<file path="src/rtl/recv_splitter.sv">
// Splits parsed RX packets: payload-bearing -> data pipe, zero-payload -> ctrl pipe, each via its own registered FIFO.
// Latency 1 cycle min; inbound rdy = ~full of the selected FIFO only (head-of-line holds). Optional stats: RECV_SPLITTER_STATS_EN.

package recv_splitter_pkg;
    localparam int FLOWID_W  = 16;
    localparam int IP_ADDR_W = 32;

    localparam int FLAG_FIN = 0;
    localparam int FLAG_SYN = 1;
    localparam int FLAG_RST = 2;
    localparam int FLAG_PSH = 3;
    localparam int FLAG_ACK = 4;

    typedef struct packed {
        logic [15:0] src_port;
        logic [15:0] dst_port;
        logic [31:0] seq_num;
        logic [31:0] ack_num;
        logic [3:0]  data_offset;
        logic [7:0]  flags;
        logic [15:0] window;
    } tcp_pkt_hdr;

    typedef struct packed {
        logic [31:0] buf_addr;
        logic [15:0] payload_len;
    } payload_buf_struct;

    typedef struct packed {
        logic [FLOWID_W-1:0]  flowid;
        logic [IP_ADDR_W-1:0] src_ip;
        logic [IP_ADDR_W-1:0] dst_ip;
        tcp_pkt_hdr           tcp_hdr;
        payload_buf_struct    payload;
    } data_ent_t;

    typedef struct packed {
        logic [FLOWID_W-1:0]  flowid;
        logic [IP_ADDR_W-1:0] src_ip;
        logic [IP_ADDR_W-1:0] dst_ip;
        tcp_pkt_hdr           tcp_hdr;
    } ctrl_ent_t;
endpackage

module recv_splitter_fifo #(
    parameter int DEPTH = 2,
    parameter int W     = 8
) (
    input  logic         clk,
    input  logic         rst_n,
    input  logic         i_wr_vld,
    input  logic [W-1:0] i_wr_dat,
    output logic         o_full,
    output logic         o_rd_vld,
    output logic [W-1:0] o_rd_dat,
    input  logic         i_rd_rdy
);
    localparam int AW = $clog2(DEPTH);
    localparam int CW = AW + 1;

    logic [W-1:0]  r_mem [DEPTH];
    logic [AW-1:0] r_wr_ptr;
    logic [AW-1:0] r_rd_ptr;
    logic [CW-1:0] r_cnt;
    logic          w_wr;
    logic          w_rd;

    // Full is taken from the pre-dequeue count, so a full FIFO never accepts even while draining.
    assign o_full   = (r_cnt == CW'(DEPTH));
    assign o_rd_vld = (r_cnt != '0);
    assign o_rd_dat = r_mem[r_rd_ptr];
    assign w_wr     = i_wr_vld & ~o_full;
    assign w_rd     = o_rd_vld & i_rd_rdy;

    always_ff @(posedge clk) begin
        if (w_wr) begin
            r_mem[r_wr_ptr] <= i_wr_dat;
        end
    end

    always_ff @(posedge clk or negedge rst_n) begin
        if (!rst_n) begin
            r_wr_ptr <= '0;
            r_rd_ptr <= '0;
            r_cnt    <= '0;
        end else begin
            if (w_wr) begin
                r_wr_ptr <= r_wr_ptr + AW'(1);
            end
            if (w_rd) begin
                r_rd_ptr <= r_rd_ptr + AW'(1);
            end
            case ({w_wr, w_rd})
                2'b10:   r_cnt <= r_cnt + CW'(1);
                2'b01:   r_cnt <= r_cnt - CW'(1);
                default: r_cnt <= r_cnt;
            endcase
        end
    end
endmodule

module recv_splitter
    import recv_splitter_pkg::*;
#(
    parameter int FIFO_DEPTH = 2,
    parameter int CNT_W      = 32
) (
    input  logic                 clk,
    input  logic                 rst_n,
    input  logic                 src_splitter_rx_val,
    input  logic [FLOWID_W-1:0]  src_splitter_rx_flowid,
    input  logic [IP_ADDR_W-1:0] src_splitter_rx_src_ip,
    input  logic [IP_ADDR_W-1:0] src_splitter_rx_dst_ip,
    input  tcp_pkt_hdr           src_splitter_rx_tcp_hdr,
    input  payload_buf_struct    src_splitter_rx_payload,
    output logic                 splitter_src_rx_rdy,
    output logic                 splitter_data_rx_val,
    output logic [FLOWID_W-1:0]  splitter_data_rx_flowid,
    output logic [IP_ADDR_W-1:0] splitter_data_rx_src_ip,
    output logic [IP_ADDR_W-1:0] splitter_data_rx_dst_ip,
    output tcp_pkt_hdr           splitter_data_rx_tcp_hdr,
    output payload_buf_struct    splitter_data_rx_payload,
    input  logic                 data_splitter_rx_rdy,
    output logic                 splitter_ctrl_rx_val,
    output logic [FLOWID_W-1:0]  splitter_ctrl_rx_flowid,
    output logic [IP_ADDR_W-1:0] splitter_ctrl_rx_src_ip,
    output logic [IP_ADDR_W-1:0] splitter_ctrl_rx_dst_ip,
    output tcp_pkt_hdr           splitter_ctrl_rx_tcp_hdr,
    input  logic                 ctrl_splitter_rx_rdy
`ifdef RECV_SPLITTER_STATS_EN
    ,
    output logic [CNT_W-1:0]     splitter_stat_data_cnt,
    output logic [CNT_W-1:0]     splitter_stat_ctrl_cnt,
    output logic [CNT_W-1:0]     splitter_stat_stall_cnt
`endif
);
    if (FIFO_DEPTH < 2 || (FIFO_DEPTH & (FIFO_DEPTH - 1)) != 0) begin : g_bad_depth
        $error("recv_splitter: FIFO_DEPTH must be a power of 2 and at least 2");
    end
    if (CNT_W < 1) begin : g_bad_cnt_w
        $error("recv_splitter: CNT_W must be at least 1");
    end

    logic      w_is_data;
    logic      w_data_full;
    logic      w_ctrl_full;
    logic      w_accept;
    logic      w_data_enq;
    logic      w_ctrl_enq;
    data_ent_t w_data_in;
    data_ent_t w_data_out;
    ctrl_ent_t w_ctrl_in;
    ctrl_ent_t w_ctrl_out;

    // Routing is by payload length alone; SYN/FIN/RST carrying data stay on the data path.
    assign w_is_data           = (src_splitter_rx_payload.payload_len != '0);
    assign splitter_src_rx_rdy = w_is_data ? ~w_data_full : ~w_ctrl_full;
    assign w_accept            = src_splitter_rx_val & splitter_src_rx_rdy;
    assign w_data_enq          = w_accept & w_is_data;
    assign w_ctrl_enq          = w_accept & ~w_is_data;

    assign w_data_in = '{flowid:  src_splitter_rx_flowid,
                         src_ip:  src_splitter_rx_src_ip,
                         dst_ip:  src_splitter_rx_dst_ip,
                         tcp_hdr: src_splitter_rx_tcp_hdr,
                         payload: src_splitter_rx_payload};
    assign w_ctrl_in = '{flowid:  src_splitter_rx_flowid,
                         src_ip:  src_splitter_rx_src_ip,
                         dst_ip:  src_splitter_rx_dst_ip,
                         tcp_hdr: src_splitter_rx_tcp_hdr};

    recv_splitter_fifo #(.DEPTH(FIFO_DEPTH), .W($bits(data_ent_t))) u_data_fifo (
        .clk      (clk),
        .rst_n    (rst_n),
        .i_wr_vld (w_data_enq),
        .i_wr_dat (w_data_in),
        .o_full   (w_data_full),
        .o_rd_vld (splitter_data_rx_val),
        .o_rd_dat (w_data_out),
        .i_rd_rdy (data_splitter_rx_rdy)
    );

    recv_splitter_fifo #(.DEPTH(FIFO_DEPTH), .W($bits(ctrl_ent_t))) u_ctrl_fifo (
        .clk      (clk),
        .rst_n    (rst_n),
        .i_wr_vld (w_ctrl_enq),
        .i_wr_dat (w_ctrl_in),
        .o_full   (w_ctrl_full),
        .o_rd_vld (splitter_ctrl_rx_val),
        .o_rd_dat (w_ctrl_out),
        .i_rd_rdy (ctrl_splitter_rx_rdy)
    );

    assign splitter_data_rx_flowid  = w_data_out.flowid;
    assign splitter_data_rx_src_ip  = w_data_out.src_ip;
    assign splitter_data_rx_dst_ip  = w_data_out.dst_ip;
    assign splitter_data_rx_tcp_hdr = w_data_out.tcp_hdr;
    assign splitter_data_rx_payload = w_data_out.payload;
    assign splitter_ctrl_rx_flowid  = w_ctrl_out.flowid;
    assign splitter_ctrl_rx_src_ip  = w_ctrl_out.src_ip;
    assign splitter_ctrl_rx_dst_ip  = w_ctrl_out.dst_ip;
    assign splitter_ctrl_rx_tcp_hdr = w_ctrl_out.tcp_hdr;

`ifdef RECV_SPLITTER_STATS_EN
    logic [CNT_W-1:0] r_stat_data;
    logic [CNT_W-1:0] r_stat_ctrl;
    logic [CNT_W-1:0] r_stat_stall;
    logic             w_stall;

    assign w_stall = src_splitter_rx_val & ~splitter_src_rx_rdy;

    // Counters saturate at all-ones rather than wrapping.
    always_ff @(posedge clk or negedge rst_n) begin
        if (!rst_n) begin
            r_stat_data  <= '0;
            r_stat_ctrl  <= '0;
            r_stat_stall <= '0;
        end else begin
            if (w_data_enq && r_stat_data != '1) begin
                r_stat_data <= r_stat_data + CNT_W'(1);
            end
            if (w_ctrl_enq && r_stat_ctrl != '1) begin
                r_stat_ctrl <= r_stat_ctrl + CNT_W'(1);
            end
            if (w_stall && r_stat_stall != '1) begin
                r_stat_stall <= r_stat_stall + CNT_W'(1);
            end
        end
    end

    assign splitter_stat_data_cnt  = r_stat_data;
    assign splitter_stat_ctrl_cnt  = r_stat_ctrl;
    assign splitter_stat_stall_cnt = r_stat_stall;
`endif
endmodule

</file>
<file path="config.mk">
export PLATFORM = sky130hd
export DESIGN_NAME = recv_splitter
export DESIGN_NICKNAME = d
export VERILOG_FILES = /design/src/rtl/recv_splitter.sv
export SDC_FILE = /design/constraint.sdc
export NUM_CORES = 1
export LEC_CHECK = 0
export BUFFER_PORTS_ARGS = -buffer_cell sky130_fd_sc_hd__buf_2
export CAP_MARGIN = 40
export CORE_MARGIN = 2
export CORE_UTILIZATION = 45
export DETAILED_ROUTE_END_ITERATION = 16
export GPL_ROUTABILITY_DRIVEN = 0
export GPL_TIMING_DRIVEN = 0
export PLACE_DENSITY = 0.79
export RECOVER_POWER = 25
export REMOVE_ABC_BUFFERS = 1
export SYNTH_ARGS = -nofsm -noshare
export SYNTH_HDL_FRONTEND = slang
export SYNTH_SLANG_ARGS = --single-unit
export TNS_END_PERCENT = 20
</file>
<file path="constraint.sdc">
create_clock -name clk -period 17.9 [get_ports clk]
set_input_delay 2.685 -clock clk [delete_from_list [all_inputs] [get_ports clk]]
set_output_delay 2.685 -clock clk [all_outputs]
set_load 0.01 [all_outputs]
</file>
==> results.rst, run 1 <==
.. list-table::
   :header-rows: 1

   * - Metric
     - Value
   * - Status
     - finished clean
   * - Final global-route overflow total
     - 0
   * - Post-layout instance area
     - 41,600 um2
   * - Total of fill cells in the finished design
     - 5,401
   * - Area enclosed by the die boundary
     - 76,300 um2
   * - Worst min path class
     - reg2reg
   * - Synth Warn #
     - 0
   * - Area share of and/or/nand/nor cells after synthesis
     - 0.4652%
   * - Area Growth Syn to Fin
     - 24.74%
   * - Hold bufs inserted after CTS
     - 0
   * - Clock period minus final worst setup slack
     - 6.649 ns
   * - Sort of element at the start of the critical path
     - primary input
   * - Initial DRC Count
     - 1,063
   * - Maximum clock insertion buffer count
     - 3
   * - Share of final-layout standard cells stronger than drive strength 1
     - between 40 and 50%
   * - Total cell area at the placement stage
     - 38,850 um2
   * - First-pass iteration count of the detailed router
     - 5
   * - Number of enable-type register cells in the synthesized netlist
     - 912
   * - Pre-CTS worst setup slack
     - 11.23 ns
   * - Setup repair after global routing missed its margin
     - no
   * - CP peak stage delay
     - 0.46 ns
   * - Vertical die dimension
     - 276.2 um
   * - First-pass GRT wire length
     - approximately 110 mm
   * - Uppermost metal layer occupied by signal nets
     - met5
   * - Finished Layout Cells
     - about 3.3k
   * - Leading cell type by number of instances after synthesis
     - edfxtp_1
   * - Area of the multi-input gates
     - 5440 um2
   * - CTS root buffer
     - clkbuf_16
   * - Sum Neg Setup Slack
     - 0 ns
   * - IR drop worst, VDD
     - about 0.12 mV
   * - DP HPWL
     - 52.62 mm
   * - FF+latch area
     - 27,590 um2
   * - Cells on worst reg2reg path
     - 11
   * - CP endpoint kind
     - output pin
   * - Count of mapped cells out of synthesis
     - 1,464
   * - Cell row count
     - 99
   * - TritonCTS clock tree
     - done
   * - Max_cap viols
     - 0
   * - Placeable core region
     - 73,210 um2
   * - Number of buffers inserted to repair setup after CTS
     - 0
   * - Synth Register Bits
     - 920
   * - Final Skew
     - 0.02974 ns
   * - Critical Path RT
     - 15.21 ns
   * - Post-Syn Area
     - ~33,000 um2
   * - Overall power
     - 6414 uW
   * - Routed length on met3
     - ~5.3 mm
   * - CTS Sinks
     - 920
   * - Top cells by area in the synthesized netlist
     - edfxtp_1 (82%), mux2_2 (13%), mux2_1 (2.2%), buf_4 (0.74%), dfrtp_1 (0.60%)
   * - Cells traversed along the worst timing path
     - clkbuf_1, nor4_2, nand4_2, mux2_4, buf_2
   * - Actual transition at the worst max-transition pin
     - about 0.75 ns
   * - Achievable frequency
     - 0.1504 GHz
   * - Number of buffers created by CTS
     - 90
   * - Tcrit/Tclk final
     - 37.14%
   * - Final worst slack
     - around 11 ns
   * - Pwr dens
     - 154.2 nW/um2
   * - Post-Route WL
     - 76.68 mm
   * - Number of max-slew violations in the final report
     - 0
   * - Primary flip-flop cell chosen by synthesis mapping
     - edfxtp_1
   * - Hold Violations, Final
     - 0
   * - Data arrival time of the critical path
     - just under 4 ns
   * - Compound-gate portion of the synthesized area
     - 0%
   * - Maximum number of pins on one net before global-route repair
     - 63
   * - GRT Resource Usage Total
     - 19.70%
   * - Post-Synth Adder-Cell Area
     - less than 1%
   * - Setup violations, final
     - 0
   * - Static leakage power
     - 0.01463 uW
   * - Die outline width
     - around 280 um
   * - Endpoint of the most critical setup path
     - splitter_src_rx_rdy
   * - Number of vias after detailed routing
     - 17.00k
   * - Slew margin rel.
     - 49.66%
   * - Via count of the first global-routing pass
     - roughly 18k
   * - Startpoint of the worst-slack reg-to-reg timing path
     - u_ctrl_fifo.r_cnt[0]
   * - Clock insertion delay at the later pin of the skew report
     - 0.65 ns
   * - Remaining antenna violation count
     - 0
   * - Crit path from
     - src_splitter_rx_payload[2]
   * - R2R setup slack
     - around 15 ns
   * - Per-cell routed wire length
     - 23.12 um
   * - Syn_area_per_cell
     - 22.78 um2
   * - Slowest cell on the critical path
     - nor4_2
   * - Worst-path clk slew
     - 0.06 ns
   * - Largest family of logic cells by synthesized area
     - multiplexers
   * - Number of vias per cell after detailed routing
     - 5.126
   * - I/O pin total
     - 716
   * - Cell Count Post-Placement
     - 3,146
   * - Highest net fanout along the worst path
     - 3
   * - Detailed route wirelength on metal2
     - ~40 mm
   * - Number of antenna violations at the first check in global routing
     - 14
   * - Multiplexer fraction of the synthesized cell area
     - 15.44%
   * - Number of resized instances in the post-cts repair step
     - 0
   * - Number of distinct library cells after synthesis
     - 22
   * - Max H-tree Level
     - 3
   * - Portion of synthesized cell area occupied by the leading cell type
     - 82.12%
   * - Proportion of register bits with asynchronous set or reset after synthesis
     - 0.8696%
   * - Initial core utilization
     - about 46%
   * - Category of the critical setup timing path
     - in2out
   * - Port Buf Inserts
     - 715
   * - Biggest area consumer among synthesized cells
     - edfxtp_1
   * - DRC violations left
     - 0
   * - Share of the synthesized netlist area taken by xor and xnor gates
     - 0.2626%
   * - Total number of nets in the final design
     - 2,538
   * - Sequential area share after synthesis
     - 82.72%
   * - M1 WL
     - 27.91 mm
   * - Worst reg2reg path endpoint
     - u_ctrl_fifo.r_mem[0][75]
   * - Leading post-synthesis cells by instance count
     - edfxtp_1 (912), mux2_2 (390), mux2_1 (66)
[cells by family after synthesis]
logic type	Yosys count
buf+inv	53
fa+ha+maj	2
flops	920
mux	457
simple gates	22
xor+xnor	10
[routing by layer]
layer | track usage (%) | vias up
li1 | - | 7521
met1 | 22.07 | 8619
met2 | 34.89 | 651
met3 | 5.653 | 204
met4 | 8.869 | 2
met5 | 0 | -
[cell type report]
cell class / instances / share of cell area (%)
repair buffers: 774 / 10.58
clock buffers: 107 / 5.619
multi-input cells: 491 / 13.08
diodes: 11 / 0.06617
clock inverters: 52 / 1.417
well taps: 959 / 2.884
flip-flops and latches: 920 / 66.33
inverters: 2 / 0.01805
[worst max-delay path, delay by kind of cell]
| kind | cells | cell delay, ns |
|---|---|---|
| multiplexers | 1 | 0.34 |
| AND/OR/NAND/NOR | 2 | 0.68 |
| buffers and inverters | 2 | 0.26 |
[worst min-delay path by stage]
stage                                    start                   end  slack, ns  cells past startpoint
after global routing      u_ctrl_fifo.r_cnt[1]  u_ctrl_fifo.r_cnt[1]       0.53                      1
after CTS                 u_ctrl_fifo.r_cnt[1]  u_ctrl_fifo.r_cnt[1]       0.50                      1
after detailed placement  u_ctrl_fifo.r_cnt[1]  u_ctrl_fifo.r_cnt[1]       0.49                      1
after global placement    u_ctrl_fifo.r_wr_ptr  u_ctrl_fifo.r_wr_ptr       0.47                      1
after floorplan           u_ctrl_fifo.r_wr_ptr  u_ctrl_fifo.r_wr_ptr       0.46                      1
final                     u_ctrl_fifo.r_cnt[1]  u_ctrl_fifo.r_cnt[1]       0.50                      1
[state kept, by name, indices dropped and copies added (netlist names)]
signal	cells
u_ctrl_fifo.r_rd_ptr	1
u_data_fifo.r_wr_ptr	1
u_data_fifo.r_rd_ptr	1
u_data_fifo.r_mem	504
u_ctrl_fifo.r_cnt	2
u_ctrl_fifo.r_mem	408
u_data_fifo.r_cnt	2
u_ctrl_fifo.r_wr_ptr	1
[per-stage QoR]
step           utilization (%)  hold slack, ns
6_report                 56.82          0.5035
2_1_floorplan                -          0.4563
5_1_grt                  56.82          0.5321
3_5_place_dp             53.07          0.4878
4_1_cts                  57.07          0.4991
3_3_place_gp             51.62          0.4726
[where the power goes]
| group | switching, uW | internal, uW |
|---|---|---|
| Sequential | 103 | 2690 |
| Combinational | 971 | 804 |
| Clock | 780 | 1070 |
| Total | 1850 | 4560 |
[layout by cell type, fill, tap and decap left out, types with 11 or more instances in the layout]
cell type	instances
edfxtp_1	912
buf_2	548
mux2_2	390
clkbuf_1	183
clkbuf_16	91
mux2_1	66
buf_16	18
clkinv_2	17
buf_4	17
buf_12	16
clkinv_1	15
diode_2	11
Power figures use the tool's default switching activity.
==> inputs of run 2 (changes only) <==
--- a/config.mk
+++ b/config.mk
@@ -12,7 +12,7 @@
 export DETAILED_ROUTE_END_ITERATION = 16
 export GPL_ROUTABILITY_DRIVEN = 0
 export GPL_TIMING_DRIVEN = 0
-export PLACE_DENSITY = 0.79
+export PLACE_DENSITY = 0.82
 export RECOVER_POWER = 25
 export REMOVE_ABC_BUFFERS = 1
 export SYNTH_ARGS = -nofsm -noshare
==> constraint.sdc (replaced) <==
create_clock -name clk -period 5.6 [get_ports clk]
set_input_delay 0.84 -clock clk [delete_from_list [all_inputs] [get_ports clk]]
set_output_delay 0.84 -clock clk [all_outputs]
set_load 0.01 [all_outputs]
==> run 2 against run 1 <==
Net effect: global-route usage shrank 0.49 points; clock skew shrank 0.010 ns; sequential cell count is the same; critical endpoint is now splitter_data_rx_src_ip[2].
==> results.rst, run 2 (synthesized netlist as in run 1, its figures left out) <==
.. list-table::
   :header-rows: 1

   * - Metric
     - Value
   * - Status
     - finished clean
   * - Worst-path clk slew
     - ~0.060 ns
   * - Sum Neg Setup Slack
     - 0 ns
   * - Highest net fanout along the worst path
     - 56
   * - Actual transition at the worst max-transition pin
     - 0.9418 ns
   * - Sort of element at the start of the critical path
     - register
   * - Vertical die dimension
     - 276.2 um
   * - CTS Sinks
     - 920
   * - First-pass iteration count of the detailed router
     - 5
   * - Post-Route WL
     - 75.33 mm
   * - Area Growth Syn to Fin
     - 24.14%
   * - Worst hold slack across all endpoints
     - 0.3952 ns
   * - Initial DRC Count
     - 1,012
   * - Number of buffers inserted to repair setup after CTS
     - 0
   * - I/O pin total
     - 716
   * - Net switching share of the total power
     - 28.97%
   * - Placeable core region
     - about 73,000 um2
   * - GRT Resource Usage Total
     - between 10% and 20%
   * - Area enclosed by the die boundary
     - between 70,000 and 80,000 um2
   * - Critical Path RT
     - 4.76 ns
   * - Number of antenna violations at the first check in global routing
     - 15
   * - Final global-route overflow total
     - 0
   * - Number of max-slew violations in the final report
     - 0
   * - Overall power
     - 20,290 uW
   * - Final Skew
     - 0.01962 ns
   * - DRC violations left
     - 0
   * - Number of buffers created by CTS
     - about 90
   * - Clock insertion delay at the later pin of the skew report
     - 0.63 ns
   * - Hold Startpoint
     - src_splitter_rx_payload[31]
   * - Share of final-layout standard cells stronger than drive strength 1
     - 48.10%
   * - CP peak stage delay
     - 1.00 ns
   * - Initial core utilization
     - 45.56%
   * - Static leakage power
     - 0.01454 uW
   * - Setup violations, final
     - 0
   * - Largest registers ranked by flip-flop count
     - u_data_fifo.r_mem (504), u_ctrl_fifo.r_mem (408)
   * - R2R setup slack
     - 2.18 ns
   * - Setup repair after global routing missed its margin
     - no
   * - Cell internal power dissipation
     - 14,410 uW
   * - Worst min path class
     - in2reg
   * - CTS root buffer
     - clkbuf_16
   * - Max H-tree Level
     - 3
   * - Via count of the first global-routing pass
     - around 18k
   * - Category of the critical setup timing path
     - reg2out
   * - IR drop worst, VDD
     - 0.3700 mV
   * - Cell with the most instances on the worst path
     - buf_16
   * - Clock group share of total power
     - between 20% and 30%
   * - DP HPWL
     - roughly 51 mm
   * - Pwr dens
     - approximately 500 nW/um2
   * - Total cell area at the placement stage
     - approximately 39,000 um2
   * - Cells on worst reg2reg path
     - 11
   * - Data arrival time of the critical path
     - 2.95 ns
   * - Tcrit/Tclk final
     - a little under 70%
   * - Worst hold endpoint
     - u_data_fifo.r_mem[1][31]
   * - Cells traversed along the worst timing path
     - buf_16, buf_16, mux2_2, buf_2
   * - Remaining antenna violation count
     - 0
   * - Post-layout instance area
     - 41,400 um2
   * - TritonCTS clock tree
     - done
   * - Slowest cell on the critical path
     - dfrtp_4
   * - Achievable frequency
     - between 0.2 and 0.3 GHz
   * - CP endpoint kind
     - output pin
   * - Slew margin rel.
     - 37.21%
   * - Maximum clock insertion buffer count
     - 3
   * - Total number of nets in the final design
     - around 2.5k
   * - Power spent charging and discharging nets
     - a little under 6000 uW
   * - Highest-count cells in the layout ignoring fill and taps
     - edfxtp_1 (912), buf_2 (548), mux2_2 (390)
   * - Per-cell routed wire length
     - 22.72 um
   * - Die outline width
     - around 280 um
   * - Number of vias per cell after detailed routing
     - 5.161
   * - Most common cell after layout, fill and taps aside
     - edfxtp_1
   * - Hold Violations, Final
     - 0
   * - Max_cap viols
     - 0
   * - Clock period minus final worst setup slack
     - 3.789 ns
   * - Cell row count
     - 99
   * - Maximum number of pins on one net before global-route repair
     - 61
   * - Worst reg2reg path endpoint
     - u_ctrl_fifo.r_mem[0][97]
   * - Worst hold stages
     - 1
   * - Port Buf Inserts
     - 715
   * - Max FFs per register
     - 504
   * - Portion of total power attributed to sequential cells
     - 44.2%
   * - Startpoint of the worst-slack reg-to-reg timing path
     - u_ctrl_fifo.r_cnt[0]
   * - Number of vias after detailed routing
     - 17.11k
   * - Most flops, register
     - u_data_fifo.r_mem
   * - First-pass GRT wire length
     - between 100 and 150 mm
   * - Combinational cell fraction of total power
     - 27.3%
## run 2: cell count changes in the layout (fill, tap and decap cells not counted), moves of 2 or more
cell,change
clkinv_16,-2
clkbuf_16,-2
clkinv_1,+11
clkinv_2,-4
buf_16,-5
buf_12,+2
## run 2: power by group through the flow
stage / logic, uW / clock network, uW / registers, uW
2_1_floorplan: 3090 / 0 / 9630
3_3_place_gp: 3690 / 0 / 9310
3_5_place_dp: 5550 / 0 / 9100
4_1_cts: 5610 / 5910 / 8970
5_1_grt: 5820 / 6160 / 9030
6_report: 5540 / 5790 / 8970
## run 2: what timing repair did
| item | CTS | global route |
|---|---|---|
| endpoints found under the hold margin | 4 | 0 |
| hold buffers | 1 | 0 |
| setup endpoints to repair | 0 | 0 |
| resized for setup | 0 | 0 |
## run 2: through the flow
| stage | instances | util (%) | setup slack (ns) |
|---|---|---|---|
| 2_1_floorplan | 1413 | - | -10.53 |
| 3_3_place_gp | 3087 | 51.62 | -20.98 |
| 3_5_place_dp | 3142 | 52.93 | 1.221 |
| 4_1_cts | 3304 | 56.80 | 1.756 |
| 5_1_grt | 3314 | 56.55 | 1.691 |
| 6_report | 3315 | 56.55 | 1.811 |
## run 2: per-layer routing
layer	up-vias	routed length (um)	track usage [%]	part of all wire, %
met5	-	59	0	0.078
met2	749	38720	33.02	51
met1	8621	26630	21.20	35
li1	7504	-	-	-
met4	10	3754	10.52	5.0
met3	226	6162	6.152	8.2
## run 2: how the worst max path moves through the flow
| stage | startpoint | to | slack [ns] |
|---|---|---|---|
| 6_report | u_data_fifo.r_rd_ptr | splitter_data_rx_src_ip[2] | 1.81 |
| 3_5_place_dp | src_splitter_rx_payload[2] | u_ctrl_fifo.r_mem[0][58] | 1.22 |
| 2_1_floorplan | src_splitter_rx_payload[9] | u_ctrl_fifo.r_mem[0][0] | -10.53 |
| 5_1_grt | u_data_fifo.r_rd_ptr | splitter_data_rx_dst_ip[22] | 1.69 |
| 3_3_place_gp | src_splitter_rx_payload[1] | u_ctrl_fifo.r_mem[0][147] | -20.98 |
| 4_1_cts | u_data_fifo.r_rd_ptr | splitter_data_rx_src_ip[2] | 1.76 |
## run 2: critical path, delay by kind of cell (launching register included)
family   cells  cell delay, ns
buf+inv      3            0.77
flops        1            1.00
mux          1            0.40
## run 2: layout make-up
cell class,instances,area (um2)
Inverter,2,7.507
Timing Repair Buffer,771,4304
Clock buffer,104,2283
Sequential cell,920,27590
Fill cell,5399,31810
Multi-Input combinational cell,491,5440
Tap cell,959,1200
Clock inverter,57,544.3
Antenna cell,11,27.53
==> inputs of run 3 (changes only) <==
==> constraint.sdc (replaced) <==
create_clock -name clk -period 3.25 [get_ports clk]
set_input_delay 0.4875 -clock clk [delete_from_list [all_inputs] [get_ports clk]]
set_output_delay 0.4875 -clock clk [all_outputs]
set_load 0.01 [all_outputs]
==> run 3 against run 2 <==
Net effect: design area rose by 0.63%; utilization rose by 0.36 points; register-to-register slack got worse by 2.0 ns; combinational power rose by 79%; first-iteration DRC count rose by 3.9%; critical path depth did not move; non-clock buffer count rose by 23; clock-buffer cell count did not move; routed wire length rose by 2.2%; sequential cell count did not move; critical path type unchanged; critical endpoint unchanged; largest cell class unchanged.
==> results.rst, run 3 (synthesized netlist as in run 1, its figures left out) <==
.. list-table::
   :header-rows: 1

   * - Metric
     - Value
   * - Worst hold endpoint
     - u_data_fifo.r_mem[0][33]
   * - Data arrival time of the critical path
     - 2.59 ns
   * - Actual transition at the worst max-transition pin
     - ~0.66 ns
   * - Max FFs per register
     - 504
   * - Highest-count cells in the layout ignoring fill and taps
     - edfxtp_1 (912), buf_2 (542), mux2_2 (390)
   * - Number of vias after detailed routing
     - 17.19k
   * - Initial core utilization
     - 45.56%
   * - Post-Route WL
     - 77.00 mm
   * - Vertical die dimension
     - 276.2 um
   * - CTS Sinks
     - 920
   * - Final global-route overflow total
     - 0
   * - GRT Resource Usage Total
     - 19.62%
   * - First-pass GRT wire length
     - 113.8 mm
   * - CTS root buffer
     - clkbuf_16
   * - Number of buffers created by CTS
     - 88
   * - Worst min path class
     - in2reg
   * - Worst-path clk slew
     - 0.06 ns
   * - Total of fill cells in the finished design
     - 5,367
   * - First-pass iteration count of the detailed router
     - 5
   * - Worst reg2reg path endpoint
     - u_ctrl_fifo.r_mem[0][198]
   * - Pre-CTS worst setup slack
     - -0.7760 ns
   * - Placeable core region
     - 73,210 um2
   * - Pwr dens
     - 845.0 nW/um2
   * - Worst hold slack across all endpoints
     - 0.06318 ns
   * - Highest net fanout along the worst path
     - 49
   * - Cells on worst reg2reg path
     - 11
   * - Final Skew
     - 0.01910 ns
   * - DP HPWL
     - 51.06 mm
   * - Max H-tree Level
     - 3
   * - Clock period minus final worst setup slack
     - 3.079 ns
   * - Setup violations, final
     - 0
   * - Static leakage power
     - 0.01465 uW
   * - Initial DRC Count
     - roughly 1.1k
   * - TritonCTS clock tree
     - done
   * - Most common cell after layout, fill and taps aside
     - edfxtp_1
   * - Total number of nets in the final design
     - 2,556
   * - Max_cap viols
     - 0
   * - Hold Startpoint
     - src_splitter_rx_payload[33]
   * - Worst hold stages
     - 1
   * - Cell row count
     - 99
   * - IR drop worst, VDD
     - 0.6833 mV
   * - Number of vias per cell after detailed routing
     - between 5 and 6
   * - Setup repair after global routing missed its margin
     - no
   * - Via count of the first global-routing pass
     - 18.35k
   * - Most flops, register
     - u_data_fifo.r_mem
   * - Area Growth Syn to Fin
     - 24.93%
   * - Maximum clock insertion buffer count
     - 3
   * - Critical Path RT
     - 2.76 ns
   * - Sum Neg Setup Slack
     - 0 ns
   * - Startpoint of the worst-slack reg-to-reg timing path
     - u_ctrl_fifo.r_cnt[0]
   * - Tcrit/Tclk final
     - 94.72%
   * - Remaining antenna violation count
     - 0
   * - Slew margin rel.
     - 55.87%
   * - Final worst slack
     - 0.1714 ns
   * - Die outline width
     - 276.2 um
   * - Category of the critical setup timing path
     - reg2out
   * - Sort of element at the start of the critical path
     - register
   * - Total cell area at the placement stage
     - 38,740 um2
   * - R2R setup slack
     - 0.19 ns
   * - Maximum number of pins on one net before global-route repair
     - 61
   * - Number of max-slew violations in the final report
     - 0
   * - Area enclosed by the die boundary
     - around 76,000 um2
   * - Largest registers ranked by flip-flop count
     - u_data_fifo.r_mem (504), u_ctrl_fifo.r_mem (408)
   * - I/O pin total
     - 716
   * - Post-layout instance area
     - between 40,000 and 50,000 um2
   * - Status
     - finished clean
   * - CP endpoint kind
     - output pin
   * - DRC violations left
     - 0
   * - Clock insertion delay at the later pin of the skew report
     - 0.63 ns
   * - Number of antenna violations at the first check in global routing
     - 10
   * - Port Buf Inserts
     - 715
   * - Achievable frequency
     - ~0.32 GHz
   * - Share of final-layout standard cells stronger than drive strength 1
     - between 40% and 50%
   * - Hold Violations, Final
     - 0
   * - Per-cell routed wire length
     - between 20 and 25 um
==> run 3: cell count changes in the layout (fill, tap and decap cells not counted) <==
cell	previous run	this run
buf_2	548	542
buf_12	18	20
dlygate4sd3_1	1	19
buf_16	13	14
diode_2	11	8
buf_8	0	1
nor3_4	0	1
nor3_2	1	0
clkbuf_1	182	188
buf_4	17	18
==> run 3: layout make-up <==
cell class,instances,area [um2],share of cell area [%]
Antenna cell,8,20.02,0.04805
Inverter,2,7.507,0.01802
Tap cell,959,1200,2.880
Sequential cell,920,27590,66.23
Clock inverter,57,544.3,1.306
Multi-Input combinational cell,491,5446,13.07
Timing Repair Buffer,794,4567,10.96
Clock buffer,104,2283,5.481
==> run 3: worst max-delay path by stage <==
stage                                           from                           to  cells past startpoint
final                           u_data_fifo.r_rd_ptr   splitter_data_rx_src_ip[2]                      4
after global routing            u_ctrl_fifo.r_cnt[0]    u_ctrl_fifo.r_mem[0][198]                     11
after CTS                       u_ctrl_fifo.r_rd_ptr  splitter_ctrl_rx_dst_ip[24]                      4
after detailed placement  src_splitter_rx_payload[2]     u_ctrl_fifo.r_mem[0][58]                     12
after global placement    src_splitter_rx_payload[1]    u_ctrl_fifo.r_mem[0][147]                      4
after floorplan           src_splitter_rx_payload[9]      u_ctrl_fifo.r_mem[0][0]                      3
==> run 3: power breakdown <==
part	switching, uW	internal [uW]	total (uW)	leakage (uW)
combinational	5480	4450	9930	0.00483
clock	4290	5700	9990	0.00138
sequential	493	14800	15300	0.00844
==> run 3: layer usage <==
| metal | track usage (%) | vias up | wire length [um] |
|---|---|---|---|
| met5 | 0 | - | 34 |
| met4 | 9.023 | 6 | 3149 |
| met3 | 5.518 | 190 | 5597 |
| met2 | 34.66 | 694 | 40370 |
| met1 | 22.06 | 8746 | 27850 |
| li1 | - | 7551 | - |
==> run 3: timing repair <==
item	CTS	global route
setup endpoints to repair	124	22
gates resized for setup	1	0
hold buffers	19	0
setup buffers	5	1
endpoints found under the hold margin	43	0
pin swaps	1	0
==> run 3: stage by stage <==
stage	power [uW]	cells	utilization, %
floorplan	18810	1413	-
global placement	18850	3087	51.62
detailed placement	25250	3142	52.93
CTS	35480	3327	57.17
global route	36430	3334	56.91
finish	35210	3335	56.91
==> run 3: worst max-delay path, cell delays in order (launching register included) <==
cell and delay [ns]:
dfrtp_4 0.70, buf_16 0.31, buf_16 0.30, mux2_2 0.39, buf_2 0.15
